**src/rtl/genius_controller.sv**
```systemverilog
// Genius (Simon) game sequencer: plays the pattern for the current level,
// then checks the player's presses against pattern memory.
module genius_controller #(
  parameter int unsigned SEQ_LEN         = 16,
  parameter int unsigned SHOW_ON_CYCLES  = 25000000,
  parameter int unsigned SHOW_OFF_CYCLES = 12500000,
  parameter int unsigned INPUT_TIMEOUT   = 250000000
) (
  input  logic       clock,
  input  logic       reset_n,
  input  logic       start,
  input  logic       bt0,
  input  logic       bt1,
  input  logic       bt2,
  output logic [3:0] seq_index,
  input  logic [1:0] seq_value,
  output logic       show_en,
  output logic [1:0] show_value,
  output logic [4:0] level,
  output logic [3:0] step,
  output logic [2:0] state_code,
  output logic       win,
  output logic       lose
);

  localparam int unsigned MAX_A   = (SHOW_ON_CYCLES > SHOW_OFF_CYCLES) ? SHOW_ON_CYCLES : SHOW_OFF_CYCLES;
  localparam int unsigned MAX_CYC = (MAX_A > INPUT_TIMEOUT) ? MAX_A : INPUT_TIMEOUT;
  localparam int unsigned TMR_W   = $clog2(MAX_CYC + 1);

  localparam logic [TMR_W-1:0] ON_LAST  = TMR_W'(SHOW_ON_CYCLES - 1);
  localparam logic [TMR_W-1:0] OFF_LAST = TMR_W'(SHOW_OFF_CYCLES - 1);
  localparam logic [TMR_W-1:0] IN_LAST  = TMR_W'(INPUT_TIMEOUT - 1);
  localparam logic [4:0]       LVL_MAX  = 5'(SEQ_LEN);

  typedef enum logic [2:0] {
    S_IDLE     = 3'd0,
    S_SHOW_ON  = 3'd1,
    S_SHOW_OFF = 3'd2,
    S_INPUT    = 3'd3,
    S_LEVEL_UP = 3'd4,
    S_WIN      = 3'd5,
    S_LOSE     = 3'd6
  } state_t;

  state_t           state_q, state_d;
  logic [4:0]       level_q, level_d;
  logic [3:0]       step_q, step_d;
  logic [TMR_W-1:0] timer_q, timer_d;
  logic             start_prev_q;
  logic [2:0]       btn_prev_q;
  logic             show_en_q, win_q, lose_q;

  logic [2:0] btn_s;
  logic [2:0] rise_btn_s;
  logic       rise_start_s;
  logic       last_step_s;
  logic       one_hot_s;
  logic [1:0] press_val_s;
  logic       good_s;
  logic       timer_clr_s;
  logic       timer_run_s;

  assign btn_s        = {bt2, bt1, bt0};
  assign rise_btn_s   = btn_s & ~btn_prev_q;
  assign rise_start_s = start & ~start_prev_q;
  assign last_step_s  = ({1'b0, step_q} == (level_q - 5'd1));
  assign one_hot_s    = (rise_btn_s != 3'd0) && ((rise_btn_s & (rise_btn_s - 3'd1)) == 3'd0);
  assign good_s       = one_hot_s && (seq_value != 2'd3) && (press_val_s == seq_value);

  // Map a single button rise to the value it represents.
  always_comb begin
    case (rise_btn_s)
      3'b001:  press_val_s = 2'd0;
      3'b010:  press_val_s = 2'd1;
      3'b100:  press_val_s = 2'd2;
      default: press_val_s = 2'd3;
    endcase
  end

  // Next-state, level/step and timer control.
  always_comb begin
    state_d     = state_q;
    level_d     = level_q;
    step_d      = step_q;
    timer_clr_s = 1'b0;
    timer_run_s = 1'b1;
    case (state_q)
      S_IDLE, S_WIN, S_LOSE: begin
        timer_run_s = 1'b0;
        if (rise_start_s) begin
          state_d = S_SHOW_ON;
          level_d = 5'd1;
          step_d  = 4'd0;
        end else begin
          state_d = state_q;
        end
      end
      S_SHOW_ON: begin
        if (timer_q == ON_LAST) begin
          state_d = S_SHOW_OFF;
        end else begin
          state_d = S_SHOW_ON;
        end
      end
      S_SHOW_OFF: begin
        if (timer_q != OFF_LAST) begin
          state_d = S_SHOW_OFF;
        end else if (last_step_s) begin
          state_d = S_INPUT;
          step_d  = 4'd0;
        end else begin
          state_d = S_SHOW_ON;
          step_d  = step_q + 4'd1;
        end
      end
      S_INPUT: begin
        // A press on the timeout cycle takes priority over the timeout.
        if (rise_btn_s != 3'd0) begin
          if (!good_s) begin
            state_d = S_LOSE;
          end else if (last_step_s && (level_q == LVL_MAX)) begin
            state_d = S_WIN;
          end else if (last_step_s) begin
            state_d = S_LEVEL_UP;
            level_d = level_q + 5'd1;
            step_d  = 4'd0;
          end else begin
            step_d      = step_q + 4'd1;
            timer_clr_s = 1'b1;
          end
        end else if (timer_q == IN_LAST) begin
          state_d = S_LOSE;
        end else begin
          state_d = S_INPUT;
        end
      end
      S_LEVEL_UP: begin
        if (timer_q == OFF_LAST) begin
          state_d = S_SHOW_ON;
        end else begin
          state_d = S_LEVEL_UP;
        end
      end
      default: begin
        state_d     = S_IDLE;
        level_d     = 5'd0;
        step_d      = 4'd0;
        timer_run_s = 1'b0;
      end
    endcase

    if ((state_d != state_q) || timer_clr_s || !timer_run_s) begin
      timer_d = '0;
    end else begin
      timer_d = timer_q + TMR_W'(1);
    end
  end

  // State, counters, input history and registered status flags.
  always_ff @(posedge clock) begin
    if (!reset_n) begin
      state_q      <= S_IDLE;
      level_q      <= 5'd0;
      step_q       <= 4'd0;
      timer_q      <= '0;
      start_prev_q <= start;
      btn_prev_q   <= btn_s;
      show_en_q    <= 1'b0;
      win_q        <= 1'b0;
      lose_q       <= 1'b0;
    end else begin
      state_q      <= state_d;
      level_q      <= level_d;
      step_q       <= step_d;
      timer_q      <= timer_d;
      start_prev_q <= start;
      btn_prev_q   <= btn_s;
      show_en_q    <= (state_d == S_SHOW_ON);
      win_q        <= (state_d == S_WIN);
      lose_q       <= (state_d == S_LOSE);
    end
  end

  assign seq_index  = step_q;
  assign show_en    = show_en_q;
  assign show_value = show_en_q ? seq_value : 2'd0;
  assign level      = level_q;
  assign step       = step_q;
  assign state_code = state_q;
  assign win        = win_q;
  assign lose       = lose_q;

endmodule

```
**config.mk**
```make
export PLATFORM = sky130hd
export DESIGN_NAME = genius_controller
export DESIGN_NICKNAME = d
export VERILOG_FILES = /design/src/rtl/genius_controller.sv
export SDC_FILE = /design/constraint.sdc
export NUM_CORES = 1
export LEC_CHECK = 0
export BUFFER_PORTS_ARGS = -buffer_cell sky130_fd_sc_hd__buf_4
export CAP_MARGIN = 25
export CELL_PAD_IN_SITES_DETAIL_PLACEMENT = 0
export CELL_PAD_IN_SITES_GLOBAL_PLACEMENT = 1
export CORE_MARGIN = 3
export CORE_UTILIZATION = 42
export CTS_CLUSTER_SIZE = 14
export DETAILED_ROUTE_END_ITERATION = 16
export PLACE_DENSITY = 0.85
export SYNTH_ARGS = -nofsm -noshare
export SYNTH_HDL_FRONTEND = slang
export SYNTH_SLANG_ARGS = --single-unit
export TNS_END_PERCENT = 100
```
**constraint.sdc**
```tcl
create_clock -name clock -period 3.4 [get_ports clock]
set_input_delay 0.51 -clock clock [delete_from_list [all_inputs] [get_ports clock]]
set_output_delay 0.51 -clock clock [all_outputs]
set_load 0.02 [all_outputs]
```
# Word-level counts from Yosys, hierarchy flattened
# Cells that the tools add are included.
# word_totals
ff_bits,47
input_bits,8
output_inout_bits,21
wordCells,98
# op_classes
addsub,5
eq_ne,27
mux,32
bitwise,8
n_reduce_logical,17
# op_table
op,n
$add 28x1->28 const B,1
$eq 28x24->1 const B,1
$eq 28x25->1 const B,1
$eq 28x28->1 const B,1
$ne 28x24->1 const B,1
$mux 5,5
$mux 4,6
$mux 3,7
$eq 3x3->1 const B,6
$pmux 4 s4,1
$pmux 3 s5,1
$pmux 5 s3,1
$ne 2x2->1 const B,7
$reduce_and 6->1,2
$eq 3x1->1 const B,3
$eq 3x2->1 const B,3
$mux 2,4
$and 3x3->3,2
$logic_not 3->1,2
$mux 1,6
$pmux 2 s3,1
$reduce_or 3->1,2
$add 5x1->5 const B,1
$eq 4x5->1,1
other kinds (15),23

# Logic depth before layout (Yosys ltp)
# logic_depth
word_depth,15
depth_mapped,10
mapped_depth_nobuf,8

# Worst setup path before layout
# OpenSTA, ideal clock, no wires.
# synth_path
path_kind,register to register
from,"register level_q[0], in the netlist level[0]"
to,"register step_q[3], in the netlist seq_index[3]"
setup_time_ns,0.096
arrival_ns,2.293
t_required_ns,3.304
setup_slack_ns,1.012
path_stages_with_launch,10
path_buffers,1
period_less_slack_ns,2.388
cell_sequence,dfxtp_1 inv_1 ha_1 and4bb_2 a22oi_1 a211oi_1 buf_4 a31oi_2 nand3_1 o41ai_2
# synth_between
elab_chain_cells,7
elab_cells_between_ends,12
classes_between,1 x add/sub; 3 x eq/ne; 6 x mux; 2 x reduce/logical
# synth_lines
element,line,rtl
start: declaration,46,"logic [4:0] level_q, level_d;"
start signal: assignment,173,level_q <= level_d;
$sub 5x1->5,66,"assign last_step_s = ({1'b0, step_q} == (level_q - 5'd1));"
$eq 4x5->1,66,
$mux 4,"108, 123",
$mux 4,121,end else if (last_step_s && (level_q == LVL_MAX)) begin
$mux 4,119,if (!good_s) begin
$mux 4,118,if (rise_btn_s != 3'd0) begin
$pmux 4 s4,87,case (state_q)
end signal: assignment,174,step_q <= step_d;
end: declaration,47,"logic [3:0] step_q, step_d;"
# Several ways; a longest one is shown, not always the timed one. The select of a mux whose other input is x is not followed.
# A chain may end at the register's enable or synchronous reset.

# Worst setup path after layout
# layout_path
from,"register level_q[0], in the netlist level[0]"
to,"register win_q, in the netlist win"
# layout_between
elab_chain_cells,8
elab_cells_between_ends,12
classes_between,1 x add/sub; 3 x eq/ne; 7 x mux; 1 x reduce/logical
# layout_lines
element,line,rtl
$sub 5x1->5,66,
$eq 4x5->1,66,
$mux 3 or $logic_and 1x1->1 (tied branches),"123, 121",
$mux 3,121,
$mux 3,119,
$mux 3,118,
$pmux 3 s5 *,87,
$eq 3x3->1 *,179,win_q <= (state_d == S_WIN);
end signal: assignment,179,
end: declaration,51,"logic show_en_q, win_q, lose_q;"
# Mark *: on every way between the ends. The rest lies on a longest branch, timed or not.

==> summary.md <==
| Metric | Value |
|---|---|
| Status | completed |
| Area used by multi-input combinational logic | around 1600 um2 |
| PwrDens | between 300 and 400 nW/um2 |
| Initial Util | 44.6% |
| Detailed Route WL | a little under 6000 um |
| Hold WC Path Type | in2reg |
| Total core area | 6100 um2 |
| Longest Clk Path Bufs | 2 |
| Full die area | between 7000 and 8000 um2 |
| Final Slew Violations | 0 |
| Post-Syn Nets | 318 |
| ANT nets after route | 0 |
| DR vias | approximately 2,300 |
| CTS Hold Bufs | 0 |
| Pin count of the biggest net entering global routing | 29 |
| Number of synthesized flops with an enable pin | 0 |
| WP depth | 9 |
| Detailed Route Iter0 Violations | 143 |
| Storage cell area | 941 um2 |
| Overflow after GRT | 0 |
| CP max stage cell | o31ai_1 |
| Drt wl/cell | 14.5 um |
| Vias in the first global route | roughly 2,200 |
| Worst path top cell family by delay | compound AO/OA/AOI/OAI gates |
| CTS tree | done |
| Seq/Total Area, Yosys | about a third |
| Worst Path Required | 3560 ps |
| Peak supply drop | 0.189 mV |
| Final Power | 0.996 mW |
| Design area | 3030 um2 |
| Crit-path max FO | 11 |
| # Max-Cap Violations | 0 |
| Clock-pin slew on the worst setup and hold paths | 100 ps |
| Fin Setup TNS | 0 ps |
| Worst endpoint data arrival time | roughly 2800 ps |
| Skew-Pair Late Insertion Delay | 300 ps |
| Die span in x | about 86 um |
| R2R depth | 9 |
| Avg Vias per Cell | 5.60 |
| Leak | 1.04 nW |
| Htree depth | 2 |
| Syn Inst Count | 306 |
| P&R area growth vs syn | 11.5% |
| Fmax | 0.379 GHz |
| Setup crit start kind | flip-flop |
| # diodes | 0 |
| Die height | between 80 and 90 um |
| Period utilization | 77.6% |
| Synthesis Warnings | 0 |
| R2R setup slack | 760 ps |
| Fillers | ~600 |
| Final hold slack | 316 ps |
| Fin nets | 343 |
| Tightest Pin Transition | between 600 and 700 ps |
| Final hold vios | 0 |
| CP bufs+invs | 2 |
| Post-CTS Setup Inserts | 0 |
| Final setup fails | 0 |
| Netlist cell types | 65 |
| Endpoint type of the worst setup path | flip-flop |
| Worst setup path class | reg2reg |
| Cell row count | 28 |
| #FFs+latches synth | 47 |
| First-pass GRT wire length | just over 10,000 um |
| PortBufs | 28 |
| Clock buffer count from CTS | 5 |
| Crit path cell chain | inv_1 > ha_1 > and4bb_2 > a22oi_1 > a211oi_1 > buf_4 > and3_2 > o31ai_1 > nor3_1 |
| GP Congestion | 0.892 |
| Clock sink count | 47 |
| RSZ-0062 raised after global routing | false |
| Antenna violations before repair | 0 |
| Max-slew headroom | 55.5% |
| Root Buffer | clkbuf_8 |
| Worst stage delay on the critical path | 580 ps |
| Initial DRT Pass Iterations | 4 |
| IO Count | 29 |
| Tot GR Track Use | between 15 and 20% |
| Drt drc | 0 |
| Async S/R FF share, synth | 0% |
| Share of cells above drive strength 1 | 21.1% |
| CTS resizes | 0 |
| Worst hold stages | 1 |
| Minimum clock period after layout | about 2600 ps |
| Post-DP Area | 2930 um2 |
| Avg Cell Area, Syn | between 8 and 9 um2 |
| Synth Flop Type | dfxtp_1 |
| Synthesized cell area | approximately 2700 um2 |
| Clk_skew | about 12 ps |
| Final HPWL DP | approximately 4300 um |
-- state kept, by name, indices dropped and copies added (netlist names) --
signal	cells
timer_q	28
level	5
seq_index	4
btn_prev_q	3
state_code	3
lose	1
show_en	1
start_prev_q	1
win	1
-- final timing paths --
path	from	to
worst max-delay path	level[0]$_SDFFE_PN0P_	win$_SDFF_PN0_
worst min-delay path	start	start_prev_q$_DFF_P_
worst max register to register	level[0]$_SDFFE_PN0P_	win$_SDFF_PN0_
worst min register to register	timer_q[0]$_SDFF_PP0_	timer_q[0]$_SDFF_PP0_
-- area by class of cell --
| type | count | area share, % |
|---|---|---|
| repair buffers | 29 | 7.18 |
| inverters | 11 | 1.36 |
| clock inverters | 2 | 0.537 |
| well taps | 75 | 3.10 |
| flip-flops and latches | 47 | 31.0 |
| clock buffers | 6 | 2.73 |
| multi-input cells | 237 | 54.0 |
-- metal layers --
| metal | up-vias | share of wire (%) | wire (um) | track usage [%] |
|---|---|---|---|---|
| met5 | - | 0 | 0 | 0 |
| met4 | 0 | 1.5 | 87 | 5.95 |
| met3 | 12 | 4.1 | 243 | 2.76 |
| met2 | 47 | 45 | 2680 | 26.5 |
| met1 | 1075 | 49 | 2880 | 23.7 |
| li1 | 1147 | - | - | - |
-- synthesized netlist by cell type, types with 3 or more instances --
library cell,count,area [um2]
a21oi_1,7,35.0
a31o_2,5,43.8
xor2_1,17,149
ha_1,4,50.1
or2_2,4,25.0
a21o_1,3,22.5
and2_1,4,25.0
nand2b_1,3,18.8
buf_4,5,37.5
nand3b_1,3,22.5
o21ai_0,4,20.0
nor3_1,10,50.1
nand4_1,8,50.1
xnor2_1,14,123
nand2_1,26,97.6
dfxtp_1,47,941
nor2_1,46,173
nand4b_1,5,43.8
nand3_1,18,90.1
inv_1,11,41.3
buf_6,4,45.0
-- cells in the final DEF, fill, tap and decap left out, types with 3 or more instances in the layout --
| cell | n |
|---|---|
| ha_1 | 4 |
| nand3b_1 | 3 |
| xnor2_1 | 14 |
| nand3_1 | 18 |
| nand4_1 | 8 |
| a31o_2 | 5 |
| dfxtp_1 | 47 |
| o21ai_0 | 4 |
| a21o_1 | 3 |
| clkbuf_8 | 6 |
| buf_4 | 29 |
| nor2_1 | 46 |
| a21oi_1 | 7 |
| nand4b_1 | 5 |
| nand2_1 | 26 |
| nor3_1 | 10 |
| inv_1 | 11 |
| or2_2 | 4 |
| xor2_1 | 17 |
| and2_1 | 4 |
| nand2b_1 | 3 |
-- cell families (layout without fill, tap and decap cells) --
family | count (synthesis) | after routing | synth area share (%)
XOR/XNOR | 31 | 31 | 9.99
adder cells (fa/ha/maj) | 5 | 5 | 2.21
multiplexers | 2 | 2 | 0.736
AND/OR/NAND/NOR | 156 | 156 | 33.5
AO/OA/AOI/OAI | 43 | 43 | 13.9
flip-flops | 47 | 47 | 34.6
buffers and inverters | 22 | 48 | 5.15
-- power by group --
part	switching, mW	internal [mW]	total [mW]
clock	0.195	0.166	0.361
sequential	0.00716	0.556	0.563
combinational	0.0420	0.0301	0.0721
total	0.244	0.752	0.996
-- worst reg2reg max path: cells and delay by family (launching register included) --
kind            cells  cell delay [ps]
fa+ha+maj           1              250
buf+inv             2              280
simple gates        3              630
compound gates      3              860
flops               1              480
-- per-stage QoR --
| stage | instances | setup WS, ps | utilization [%] |
|---|---|---|---|
| floorplan | 306 | 1010 | - |
| detailed placement | 399 | 850 | 48.1 |
| finish | 407 | 763 | 49.7 |
| global route | 407 | 529 | 49.7 |
| global placement | 399 | 815 | 48.1 |
| CTS | 407 | 804 | 49.7 |
(Power assumes the default switching activity.)
